--- config.mk ---
export PLATFORM = sky130hd
export DESIGN_NAME = led_bank_driver
export DESIGN_NICKNAME = d
export VERILOG_FILES = /design/src/rtl/led_pkg.sv /design/src/rtl/led_tick_gen.sv /design/src/rtl/led_bank_driver.sv
export SDC_FILE = /design/constraint.sdc
export NUM_CORES = 1
export LEC_CHECK = 0
export ABC_CLOCK_PERIOD_IN_PS = 9300
export BUFFER_PORTS_ARGS = -buffer_cell sky130_fd_sc_hd__clkbuf_2
export CORE_MARGIN = 1.5
export CORE_UTILIZATION = 55
export DETAILED_ROUTE_END_ITERATION = 10
export GPL_ROUTABILITY_DRIVEN = 0
export MAX_ROUTING_LAYER = met4
export PLACE_DENSITY = 0.75
export SKIP_LAST_GASP = 1
export SLEW_MARGIN = 25
export SYNTH_ARGS = -nofsm -noshare
export SYNTH_HDL_FRONTEND = slang
export SYNTH_SLANG_ARGS = --single-unit
--- constraint.sdc ---
create_clock -name clk -period 9.3 [get_ports clk]
set_input_delay 1.86 -clock clk [delete_from_list [all_inputs] [get_ports clk]]
set_output_delay 1.86 -clock clk [all_outputs]
set_load 0.01 [all_outputs]
--- src/rtl/led_pkg.sv ---
// LED bank driver shared types.
// Display mode encoding for the mode input.
package led_pkg;

  typedef logic [1:0] led_mode_t;

  localparam led_mode_t MODE_LATCH = 2'd0;
  localparam led_mode_t MODE_BLINK = 2'd1;
  localparam led_mode_t MODE_PWM   = 2'd2;
  localparam led_mode_t MODE_SHIFT = 2'd3;

endpackage

--- src/rtl/led_tick_gen.sv ---
// Wrap counter: tick on the last count, flag toggles on each wrap.
// Ports: clk, reset (async high) in; tick, flag out.
module led_tick_gen #(
  parameter int PERIOD = 2
) (
  input  logic clk,
  input  logic reset,
  output logic tick,
  output logic flag
);

  localparam int W = (PERIOD > 1) ? $clog2(PERIOD) : 1;
  localparam logic [W-1:0] LAST = W'(PERIOD - 1);

  logic [W-1:0] cnt;

  assign tick = (cnt == LAST);

  always_ff @(posedge clk or posedge reset) begin
    if (reset) begin
      cnt  <= '0;
      flag <= 1'b0;
    end else if (tick) begin
      cnt  <= '0;
      flag <= ~flag;
    end else begin
      cnt  <= cnt + 1'b1;
    end
  end

endmodule

--- src/rtl/led_bank_driver.sv ---
// LED bank driver: latch/blink/PWM/shift user LEDs plus hb/activity.
// Ports: clk, reset, data, data_valid, mode in; leds, led_hb, led_act out.
module led_bank_driver
  import led_pkg::*;
#(
  parameter int N_LEDS       = 7,
  parameter int DATA_W       = 8,
  parameter int HB_PERIOD    = 200_000_000,
  parameter int BLINK_PERIOD = 25_000_000,
  parameter int PWM_W        = 8,
  parameter int STRETCH      = 2_500_000
) (
  input  logic              clk,
  input  logic              reset,
  input  logic [DATA_W-1:0] data,
  input  logic              data_valid,
  input  led_mode_t         mode,
  output logic [N_LEDS-1:0] leds,
  output logic              led_hb,
  output logic              led_act
);

  localparam int SW = $clog2(STRETCH + 1);
  // Strobe cycle drives led_act itself; the counter holds the rest.
  localparam logic [SW-1:0] STR_LOAD = SW'(STRETCH - 1);

  logic              hb_tick;
  logic              hb_flap;
  logic              blink_tick;
  logic              blink_phase;
  logic [N_LEDS-1:0] pattern;
  logic [N_LEDS-1:0] shifted;
  logic [N_LEDS-1:0] leds_next;
  logic [PWM_W-1:0]  duty;
  logic [PWM_W-1:0]  pwm_cnt;
  logic [SW-1:0]     stretch_cnt;
  logic              pwm_on;
  logic              unused_ok;

  led_tick_gen #(.PERIOD(HB_PERIOD)) u_hb (
    .clk   (clk),
    .reset (reset),
    .tick  (hb_tick),
    .flag  (hb_flap)
  );

  led_tick_gen #(.PERIOD(BLINK_PERIOD)) u_blink (
    .clk   (clk),
    .reset (reset),
    .tick  (blink_tick),
    .flag  (blink_phase)
  );

  assign unused_ok = ^{hb_tick, blink_tick, data};

  assign led_hb = reset | hb_flap;
  assign pwm_on = (pwm_cnt < duty);

  generate
    if (N_LEDS == 1) begin : g_shift1
      assign shifted = data[0];
    end else begin : g_shiftn
      assign shifted = {pattern[N_LEDS-2:0], data[0]};
    end
  endgenerate

  always_ff @(posedge clk or posedge reset) begin
    if (reset) begin
      pattern <= '0;
      duty    <= '0;
    end else if (data_valid) begin
      unique case (mode)
        MODE_LATCH,
        MODE_BLINK: pattern <= data[N_LEDS-1:0];
        MODE_PWM:   duty    <= data[PWM_W-1:0];
        MODE_SHIFT: pattern <= shifted;
      endcase
    end
  end

  always_ff @(posedge clk or posedge reset) begin
    if (reset) pwm_cnt <= '0;
    else       pwm_cnt <= pwm_cnt + 1'b1;
  end

  always_ff @(posedge clk or posedge reset) begin
    if (reset) begin
      stretch_cnt <= '0;
      led_act     <= 1'b0;
    end else begin
      if (data_valid)
        stretch_cnt <= STR_LOAD;
      else if (stretch_cnt != '0)
        stretch_cnt <= stretch_cnt - 1'b1;
      led_act <= (stretch_cnt != '0) || data_valid;
    end
  end

  always_comb begin
    leds_next = pattern;
    unique case (mode)
      MODE_LATCH: leds_next = pattern;
      MODE_BLINK: leds_next = pattern & {N_LEDS{blink_phase}};
      MODE_PWM:   leds_next = pattern & {N_LEDS{pwm_on}};
      MODE_SHIFT: leds_next = pattern;
    endcase
  end

  always_ff @(posedge clk or posedge reset) begin
    if (reset) leds <= '0;
    else       leds <= leds_next;
  end

endmodule

==> results by group, run 1 <==
Pwr
  – Switch Pwr: roughly 0.00020 W
  – Combinational share of power: 0.073
  – Leak: between 2 and 3 nW
  – Peak VDD IR: around 0.00011 V
  – Int Power: around 0.00064 W
  – Pwr dens: 141.0 mW/mm²
  – Post-layout power: between 0.0008 and 0.0009 W
  – Reg power frac: 0.585
  – Clk network pwr share: 0.342
  – Switch share: 0.2403

Run
  – Total of max-cap violations: 0

Clocking
  – CTS tree: built
  – Clock Latency Late Sink: between 0.3 and 0.4 ns
  – H-tree lvl count: 3
  – Cts bufs inserted: 9
  – Root Buffer: clkbuf_8
  – Clock-pin slew on the worst setup and hold paths: 0.09 ns
  – # hold bufs at CTS: 0
  – Clock buffer depth: 2
  – Clk sinks: about 110
  – Post-CTS setup buffer count: 0
  – Resized cells post-CTS: 0

Worst setup path
  – Critical Path, Cell by Cell: clkbuf_2 > or2_2 > clkbuf_2
  – Crit path max fanout: 2
  – Critical-path top delay cell: or2_2
  – CP bufs+invs: 2
  – CP endpoint kind: primary output
  – Crit path DAT: roughly 2.4 ns
  – Critical path class: primary input to primary output
  – CP peak stage delay: roughly 0.27 ns
  – Req. time, crit path: around 7.4 ns
  – Flop2flop setup slack: between 6 and 7 ns
  – Top delay family on crit path: simple AND/OR/NAND/NOR gates
  – CP Launch Type: primary input
  – CP dominant cell by count: clkbuf_2

STA
  – FMAX: between 200 and 250 MHz
  – Worst Clk Skew: a little under 0.01 ns
  – Slew HR: 0.2905
  – RSZ-0062 raised after global routing: no
  – Slew Viols, Final: 0
  – Period minus WS final: approximately 4.2 ns
  – Final Hold Fails: 0
  – Slew @ Worst Pin: between 1 and 1.5 ns
  – Setup_tns: 0 ns
  – # setup viols final: 0
  – Worst setup margin: between 5 and 6 ns
  – Final worst-path cycle share: 0.4538

Die
  – # rows: 36
  – Core box area: 0.009864 mm²
  – Die Span Y: 104.3 µm
  – Die width: 104.3 µm
  – I/O pin count: 22
  – Initial Util: 0.5718
  – DIE AREA: 0.01087 mm²

Placement
  – Pre-CTS WS: slightly above 5 ns
  – DP Cell Count: 670
  – Port bufs: 21
  – Post-DP HPWL: approximately 7.3 mm

Cells and area
  – Post-layout net count: approximately 580
  – Area growth, synth to finish: 6.256%
  – Layout cells sized above 1: 0.1356
  – Ant diodes: 0
  – Post-Layout Cell Count: 686
  – Fillers: between 800 and 900

Global routing
  – Initial antenna violation count: 0
  – GRT Overall Usage: 0.2164
  – Vias in the first global route: between 4k and 5k
  – First-pass GRT wire length: ~19 mm
  – Largest net degree at the start of global routing: 72
  – GRT Residual Overflow: 0

Route
  – DRT Wirelength: between 10 and 15 mm
  – Detailed Routing Iterations Pass 1: 4
  – Post-DRT Antenna Nets: 0
  – Via count: 4074
  – DR iter-0 viols: 109
  – Drt wl/cell: approximately 16 µm
  – DRC viols: 0
  – DR vias/cell: between 5 and 6

Logic synthesis
  – Post-Syn Instances: between 500 and 600
  – Avg Cell Area, Syn: 10.48 µm²
  – Sequential-to-total area share from yosys stat: 0.4791
  – Cell variety after synth: 62
  – YS warnings: 0
  – Syn Nets: between 500 and 600
  – Post-Syn Area: between 0.005 and 0.006 mm²
  – Seq cells post-synth: 108

Status
  – Status: complete, no violations

Hold path
  – Hold crit path type: flip-flop to flip-flop
[power by group through the flow]
stage / Sequential (W) / Clock (W) / Combinational (W)
finish: 0.000494 / 0.000289 / 0.0000613
global route: 0.000497 / 0.000315 / 0.0000697
CTS: 0.000494 / 0.000296 / 0.0000631
detailed placement: 0.000504 / 0 / 0.0000624
global placement: 0.000503 / 0 / 0.0000598
floorplan: 0.000504 / 0 / 0.0000417
[per-stage QoR]
step | utilization | hold slack [ns] | cell area [µm²]
floorplan | - | 0.4341 | 5640
global placement | 0.5879 | 0.4492 | 5799
detailed placement | 0.5879 | 0.4555 | 5799
CTS | 0.6076 | 0.4726 | 5993
global route | 0.6076 | 0.4883 | 5993
finish | 0.6076 | 0.4689 | 5993
[sequential cells by signal, indices dropped and copies added, names as in the netlist]
name	count
u_hb.cnt	28
u_blink.cnt	25
stretch_cnt	22
leds	7
u_blink.flag	1
duty	8
u_hb.flag	1
led_act	1
pwm_cnt	8
pattern	7
[cell type report]
class                   instances  area (µm²)  share of cell area
inverters                      27       103.9             0.01733
well taps                     133       166.4             0.02777
flip-flops and latches        108        2703              0.4509
multi-input cells             380        2714              0.4528
clock buffers                  12       145.1             0.02422
clock inverters                 4       48.80            0.008142
repair buffers                 22       112.6             0.01879
[synth_stat cells, drive strengths merged]
cell	instances	area share
a211oi	8	0.011
o311ai	1	0.0016
a21oi	28	0.026
nand2	33	0.022
nand4	20	0.031
a21o	1	0.0013
and3	6	0.0067
xor2	17	0.026
or3	14	0.017
o22ai	1	0.0011
or4	13	0.019
o41ai	2	0.0031
nor3b	2	0.0027
nor4	14	0.021
nand4b	3	0.0047
mux2i	16	0.028
nor2b	15	0.017
nand3b	1	0.0013
nor4b	5	0.0089
o21ai	17	0.015
a211o	1	0.0016
nor3	7	0.011
dfrtp	108	0.48
nor4bb	2	0.0035
xnor2	20	0.031
nor2	35	0.023
a221oi	1	0.0016
nand3	29	0.027
o31ai	13	0.017
or2	3	0.0033
clkbuf	9	0.0060
a2111oi	3	0.0069
a311o	1	0.0018
nand2b	3	0.0033
mux2	14	0.029
and2	2	0.0022
ha	14	0.031
o31a	1	0.0016
buf	14	0.016
inv	27	0.018
and4	14	0.022
[routing by layer]
layer / wire [µm] / track usage
met3: 253 / 0.03947
met2: 5322 / 0.3402
met1: 5031 / 0.2847
met5: 0 / -
met4: 133 / 0.07143
[cell families (layout without fill, tap and decap cells)]
family,Yosys count,after routing,synth area share
AO/OA/AOI/OAI,78,78,0.08896
flip-flops,108,108,0.4791
multiplexers,30,30,0.05767
buffers and inverters,50,65,0.03971
AND/OR/NAND/NOR,221,221,0.2460
XOR/XNOR,37,37,0.05745
adder cells (fa/ha/maj),14,14,0.03106
[path summary, 6_finish.rpt]
check                                from        endpoint  cells after the start
setup / recovery                    reset          led_hb                      3
hold reg to reg            u_blink.cnt[4]  u_blink.cnt[4]                      1
min in group asynchronous           reset      pwm_cnt[5]                      2
max in group asynchronous           reset  stretch_cnt[7]                      3
hold / removal             u_blink.cnt[4]  u_blink.cnt[4]                      1
setup reg to reg              u_hb.cnt[0]       u_hb.flag                      5
[cells in the final DEF, fill, tap and decap left out, drive strengths merged, types with 15 or more instances in the layout]
| cell | n |
|---|---|
| o21ai | 17 |
| a21oi | 28 |
| nor2b | 15 |
| xor2 | 17 |
| inv | 27 |
| nand4 | 20 |
| nand2 | 33 |
| dfrtp | 108 |
| clkbuf | 33 |
| nor2 | 35 |
| mux2i | 16 |
| xnor2 | 20 |
| nand3 | 29 |
Note: power is estimated with default switching activity, not from simulation.
==> inputs of run 2 (changes only) <==
--- a/config.mk
+++ b/config.mk
@@ -5,7 +5,7 @@
 export SDC_FILE = /design/constraint.sdc
 export NUM_CORES = 1
 export LEC_CHECK = 0
-export ABC_CLOCK_PERIOD_IN_PS = 9300
+export ABC_CLOCK_PERIOD_IN_PS = 3900
 export BUFFER_PORTS_ARGS = -buffer_cell sky130_fd_sc_hd__clkbuf_2
 export CORE_MARGIN = 1.5
 export CORE_UTILIZATION = 55
==> constraint.sdc (replaced) <==
create_clock -name clk -period 3.9 [get_ports clk]
set_input_delay 0.78 -clock clk [delete_from_list [all_inputs] [get_ports clk]]
set_output_delay 0.78 -clock clk [all_outputs]
set_load 0.01 [all_outputs]
==> run 2 against run 1 <==
Compared with the run above: utilization grew 0.24 points; global-route usage decreased by 0.24 points; critical path depth increased by 3; non-clock buffer count is 1 higher; clock skew down 0.00050 ns; setup slack got worse by 3.5 ns; final cell count up 0.15%; sequential share of layout area is 0.18 points lower; first-iteration DRC count up 66%; critical path type is now flip-flop to flip-flop; critical endpoint is now stretch_cnt[5]; largest power group unchanged.
==> results by group, run 2 (synthesized netlist as in run 1, its figures left out) <==
Status
  – Status: complete, no violations

Route
  – DRC viols: 0
  – Drt wl/cell: roughly 15 µm
  – DR vias/cell: 5.811
  – Post-DRT Antenna Nets: 0
  – DRT Wirelength: ~10 mm
  – DR iter-0 viols: around 180
  – Detailed Routing Iterations Pass 1: 5
  – Via count: ~4k

STA
  – Worst setup margin: 1.612 ns
  – Hold slack: 0.4650 ns
  – Slew Viols, Final: 0
  – FMAX: between 400 and 500 MHz
  – Slew @ Worst Pin: between 0.9 and 1 ns
  – # setup viols final: 0
  – Period minus WS final: approximately 2.3 ns
  – RSZ-0062 raised after global routing: no
  – Final Hold Fails: 0
  – Worst Clk Skew: 0.009217 ns
  – Setup_tns: 0 ns
  – Final worst-path cycle share: 0.5865
  – Slew HR: 0.3545

Placement
  – Port bufs: 21
  – Pre-CTS WS: roughly 1.5 ns
  – DP Cell Count: 671
  – Post-DP HPWL: approximately 7 mm

Clocking
  – Clock-pin slew on the worst setup and hold paths: between 0.1 and 0.15 ns
  – Cts bufs inserted: 9
  – Post-CTS setup buffer count: 0
  – # hold bufs at CTS: 0
  – H-tree lvl count: 3
  – Clock Latency Late Sink: approximately 0.4 ns
  – Clk sinks: 108
  – Clock buffer depth: 2
  – CTS tree: built
  – Root Buffer: clkbuf_8
  – Resized cells post-CTS: 0

Pwr
  – Switch share: 0.2687
  – Pwr dens: about 340 mW/mm²
  – Switch Pwr: roughly 0.00054 W
  – Combinational share of power: 0.073
  – Clk network pwr share: 0.343
  – Int Power: 0.001476 W
  – Leak: between 2 and 3 nW
  – Post-layout power: 0.002018 W
  – Peak VDD IR: around 0.00028 V
  – Reg power frac: 0.584

Worst setup path
  – Critical path class: flip-flop to flip-flop
  – Req. time, crit path: about 4.2 ns
  – CP endpoint kind: flip-flop
  – CP bufs+invs: 1
  – CP peak stage delay: approximately 0.55 ns
  – Crit path max fanout: 12
  – CP Launch Type: flip-flop
  – Crit path DAT: about 2.6 ns
  – Critical-path top delay cell: and4_1
  – Top delay family on crit path: simple AND/OR/NAND/NOR gates
  – Critical Path, Cell by Cell: inv_1 > ha_1 > nor4b_2 > and4_1 > a21oi_1 > mux2_4

Cells and area
  – Max reg flops: 28
  – Most flops, register: u_hb.cnt
  – Commonest cells after routing, fill and taps aside: dfrtp_1 (108), nor2_1 (35), nand2_1 (32)
  – Ant diodes: 0
  – Area growth, synth to finish: 6.677%
  – Commonest non-fill, non-tap cell in the layout: dfrtp_1
  – Post-layout net count: 576
  – Post-Layout Cell Count: between 600 and 700
  – Largest registers: u_hb.cnt (28), u_blink.cnt (25), stretch_cnt (22)
  – Layout cells sized above 1: 0.1408

Die
  – DIE AREA: 0.01087 mm²
  – I/O pin count: 22
  – Die width: 104.3 µm
  – Die Span Y: between 100 and 150 µm
  – Initial Util: 0.5718
  – # rows: 36
  – Core box area: between 0.009 and 0.01 mm²

Global routing
  – GRT met3 Usage: 0.05075
  – Met1 GRT Util: 0.2833
  – M2 GR Usage: 0.3379
  – Largest net degree at the start of global routing: 65
  – GRT Overall Usage: 0.2140
  – GRT Max-Usage Layer: met2
  – GRT Residual Overflow: 0
  – First-pass GRT wire length: ~19 mm
  – Vias in the first global route: around 4k
  – Initial antenna violation count: 0

Hold path
  – Hold crit path type: flip-flop to flip-flop

Run
  – Total of max-cap violations: 0
[run 2: worst paths after layout]
kind | slack, ns | startpoint | cells past startpoint | to
min in group asynchronous | 0.53 | reset | 2 | u_hb.cnt[5]
worst max register to register | 1.61 | stretch_cnt[0] | 6 | stretch_cnt[5]
max in group asynchronous | 2.57 | reset | 3 | duty[6]
worst min register to register | 0.46 | u_blink.flag | 1 | u_blink.flag
worst min-delay path | 0.46 | u_blink.flag | 1 | u_blink.flag
worst max-delay path | 1.61 | stretch_cnt[0] | 6 | stretch_cnt[5]
[run 2: power groups by stage]
stage,registers (W),logic [W],clock network (W)
3_5_place_dp,0.00120,0.000151,0
5_1_grt,0.00118,0.000171,0.000758
2_1_floorplan,0.00120,0.0000995,0
6_report,0.00118,0.000148,0.000693
3_3_place_gp,0.00120,0.000145,0
4_1_cts,0.00118,0.000151,0.000716
[run 2: layer usage]
metal	part of all wire	vias to the layer above
li1	-	1982
met4	0.0094	0
met2	0.48	34
met3	0.025	10
met5	0	-
met1	0.49	1966
[run 2: worst register-to-register path: stages, from the launching register on]
cell	delay (ns)
dfrtp_1	0.43
inv_1	0.10
ha_1	0.28
nor4b_2	0.34
and4_1	0.55
a21oi_1	0.16
mux2_4	0.32
[run 2: area by class of cell]
| cell class | count | area (µm²) |
|---|---|---|
| inverters | 27 | 103.9 |
| fillers | 798 | 3847 |
| clock buffers | 9 | 123.9 |
| well taps | 133 | 166.4 |
| multi-input cells | 380 | 2714 |
| clock inverters | 7 | 86.33 |
| repair buffers | 23 | 120.1 |
| flip-flops and latches | 108 | 2703 |
[run 2: metrics by stage]
stage	area [µm²]	utilization
6_report	6017	0.6100
5_1_grt	6017	0.6100
4_1_cts	6017	0.6100
3_5_place_dp	5807	0.5887
3_3_place_gp	5807	0.5887
2_1_floorplan	5640	-
==> inputs of run 3 (changes only) <==
--- a/config.mk
+++ b/config.mk
@@ -5,14 +5,15 @@
 export SDC_FILE = /design/constraint.sdc
 export NUM_CORES = 1
 export LEC_CHECK = 0
-export ABC_CLOCK_PERIOD_IN_PS = 3900
+export ABC_AREA = 1
+export ABC_CLOCK_PERIOD_IN_PS = 2100
 export BUFFER_PORTS_ARGS = -buffer_cell sky130_fd_sc_hd__clkbuf_2
 export CORE_MARGIN = 1.5
 export CORE_UTILIZATION = 55
 export DETAILED_ROUTE_END_ITERATION = 10
 export GPL_ROUTABILITY_DRIVEN = 0
 export MAX_ROUTING_LAYER = met4
-export PLACE_DENSITY = 0.75
+export PLACE_DENSITY = 0.78
 export SKIP_LAST_GASP = 1
 export SLEW_MARGIN = 25
 export SYNTH_ARGS = -nofsm -noshare
==> constraint.sdc (replaced) <==
create_clock -name clk -period 2.1 [get_ports clk]
set_input_delay 0.42 -clock clk [delete_from_list [all_inputs] [get_ports clk]]
set_output_delay 0.42 -clock clk [all_outputs]
set_load 0.01 [all_outputs]
==> run 3 against run 2 <==
Compared with the run above: via count grew 24%; clock power grew 76%; first-iteration DRC count grew 78%; maximum frequency grew 38%; sequential power grew 84%; utilization shrank 0.45 points; largest power group unchanged; highest routed layer unchanged.
==> results by group, run 3 <==
Placement
  – Dpl cell area: about 0.0064 mm²
  – Port bufs: 21
  – Post-DP HPWL: 9.249 mm

Die
  – Die Span Y: around 110 µm
  – DIE AREA: about 0.012 mm²
  – I/O pin count: 22
  – Die width: approximately 110 µm
  – Initial Util: 0.5649
  – # rows: 38
  – Core box area: around 0.011 mm²

Worst setup path
  – Crit path max fanout: 8
  – Critical path class: flip-flop to flip-flop
  – CP Launch Type: flip-flop
  – Reg2reg path depth: 7
  – Flop2flop setup slack: roughly 0.44 ns
  – Crit path DAT: around 1.9 ns
  – Req. time, crit path: 2.38 ns
  – Reg2reg end: stretch_cnt[16]
  – CP endpoint kind: flip-flop
  – Worst flop-to-flop path startpoint: stretch_cnt[0]

Clocking
  – Clock Latency Late Sink: a little under 0.4 ns
  – CTS tree: built
  – Post-CTS setup buffer count: 0
  – Clock-pin slew on the worst setup and hold paths: approximately 0.11 ns
  – Clk sinks: 108
  – Clock buffer depth: 2
  – Root Buffer: clkbuf_8
  – Cts bufs inserted: 9
  – H-tree lvl count: 3
  – # hold bufs at CTS: 0
  – Resized cells post-CTS: 0

Pwr
  – Post-layout power: between 0.003 and 0.004 W
  – Peak VDD IR: around 0.00064 V
  – Pwr dens: about 550 mW/mm²
  – Leak: ~3.2 nW

Route
  – DR vias/cell: between 5 and 6
  – Detailed Routing Iterations Pass 1: 5
  – DRC viols: 0
  – Post-DRT Antenna Nets: 0
  – Via count: about 4.9k
  – DR iter-0 viols: about 320
  – DRT Wirelength: approximately 12 mm
  – Drt wl/cell: 12.43 µm

Cells and area
  – Layout cells sized above 1: 0.1077
  – Ant diodes: 0
  – Largest registers: u_hb.cnt (28), u_blink.cnt (25), stretch_cnt (22)
  – Post-layout net count: slightly below 900
  – Commonest non-fill, non-tap cell in the layout: nand2_1
  – Area growth, synth to finish: 7.193%
  – Commonest cells after routing, fill and taps aside: nand2_1 (205), nor2_1 (156), dfrtp_1 (108)
  – Max reg flops: 28
  – Most flops, register: u_hb.cnt
  – Post-Layout Inst Area: around 0.0066 mm²
  – Final Util: 0.6055

Logic synthesis
  – Post-synth top cells: nand2_1 (205), nor2_1 (156), dfrtp_1 (108), inv_1 (108), nand3_1 (50)
  – Largest area contributor in the netlist: dfrtp_1
  – YS warnings: 0
  – Cell variety after synth: 33
  – Seq cells post-synth: 108
  – Synth top area share: 0.4414
  – Avg Cell Area, Syn: approximately 7.5 µm²
  – Async set-or-reset flop fraction in the synthesized netlist: 1.000
  – Post-Syn Instances: roughly 800
  – Sequential-to-total area share from yosys stat: 0.4414
  – Syn Nets: between 800 and 900
  – Primary FF master, synth: dfrtp_1
  – Post-Syn Area: approximately 0.0061 mm²
  – Top cells by area, synth: dfrtp_1 (44%), nand2_1 (13%), nor2_1 (9.6%)
  – Post-synth EDFFs: 0
  – Count leader, synth: nand2_1

STA
  – Final Hold Fails: 0
  – RSZ-0062 raised after global routing: no
  – Worst Clk Skew: 0.01268 ns
  – Slew HR: 0.6193
  – Setup_tns: 0 ns
  – Slew @ Worst Pin: about 0.57 ns
  – FMAX: roughly 600 MHz
  – Hold slack: between 0.2 and 0.25 ns
  – Final worst-path cycle share: 0.7914
  – Slew Viols, Final: 0
  – Period minus WS final: 1.662 ns
  – # setup viols final: 0

Run
  – Total of max-cap violations: 0

Global routing
  – GRT Max-Usage Layer: met2
  – Met1 GRT Util: 0.3041
  – GRT Residual Overflow: 0
  – Initial antenna violation count: 0
  – M2 GR Usage: 0.3881
  – Largest net degree at the start of global routing: 109
  – GRT met3 Usage: 0.04762
  – First-pass GRT wire length: 21.45 mm
  – GRT Overall Usage: 0.2391
  – Vias in the first global route: around 4.7k

Hold path
  – Hold crit path type: primary input to async pin

Status
  – Status: complete, no violations
## run 3: cell types whose count changed after synthesis, sizes merged, moves of 12 or more
cell / before / now
inv: 27 / 113
nor2: 35 / 178
xor2: 17 / 29
or4: 13 / 0
nor2b: 15 / 0
o31ai: 13 / 0
or3: 14 / 0
mux2i: 16 / 0
and4: 14 / 0
nand2: 33 / 215
nand3: 29 / 55
nor4: 14 / 0
mux2: 14 / 1
## run 3: layer usage
layer,vias up,routed length (µm)
met5,-,0
met4,0,169
met3,15,432
met2,86,5930
met1,2277,5708
li1,2566,-
## run 3: worst max-delay path: stages, from the launching register on
cell     delay [ns]
dfrtp_1        0.37
inv_1          0.17
ha_1           0.26
nand2_2        0.14
nor2_8         0.21
nand3_4        0.14
nor2_8         0.17
nor2_1         0.07
## run 3: worst max-delay path by stage
stage | to | slack, ns | cells after the start | start
floorplan | led_hb | -0.62 | 2 | reset
global placement | pattern[5] | 0.44 | 5 | data_valid
detailed placement | pattern[4] | 0.38 | 5 | data_valid
CTS | u_hb.cnt[5] | 0.43 | 8 | u_hb.cnt[0]
global route | stretch_cnt[10] | 0.29 | 10 | stretch_cnt[0]
finish | stretch_cnt[16] | 0.44 | 7 | stretch_cnt[0]
## run 3: power breakdown
part | total [W] | switching [W] | internal [W]
combinational | 0.000243 | 0.000162 | 0.0000806
sequential | 0.00217 | 0.0000268 | 0.00214
clock | 0.00122 | 0.000740 | 0.000484
## run 3: area by class of cell
| cell class | count | area (µm²) |
|---|---|---|
| Clock buffer | 11 | 141.4 |
| Clock inverter | 5 | 42.54 |
| Fill cell | 973 | 4277 |
| Inverter | 116 | 450.4 |
| Multi-Input combinational cell | 582 | 2919 |
| Sequential cell | 108 | 2703 |
| Tap cell | 140 | 175.2 |
| Timing Repair Buffer | 23 | 132.6 |
## run 3: kinds of logic after synthesis
family,synth area share
flops,0.4414
compound gates,0.04087
mux,0.001839
fa+ha+maj,0.02861
simple gates,0.3482
buf+inv,0.08194
xor+xnor,0.05721
## run 3: through the flow
stage / instances / worst slack, ns
after floorplan: 812 / -0.6194
after global placement: 969 / 0.4382
after detailed placement: 969 / 0.3766
after CTS: 985 / 0.4293
after global routing: 985 / 0.2889
final: 985 / 0.4382
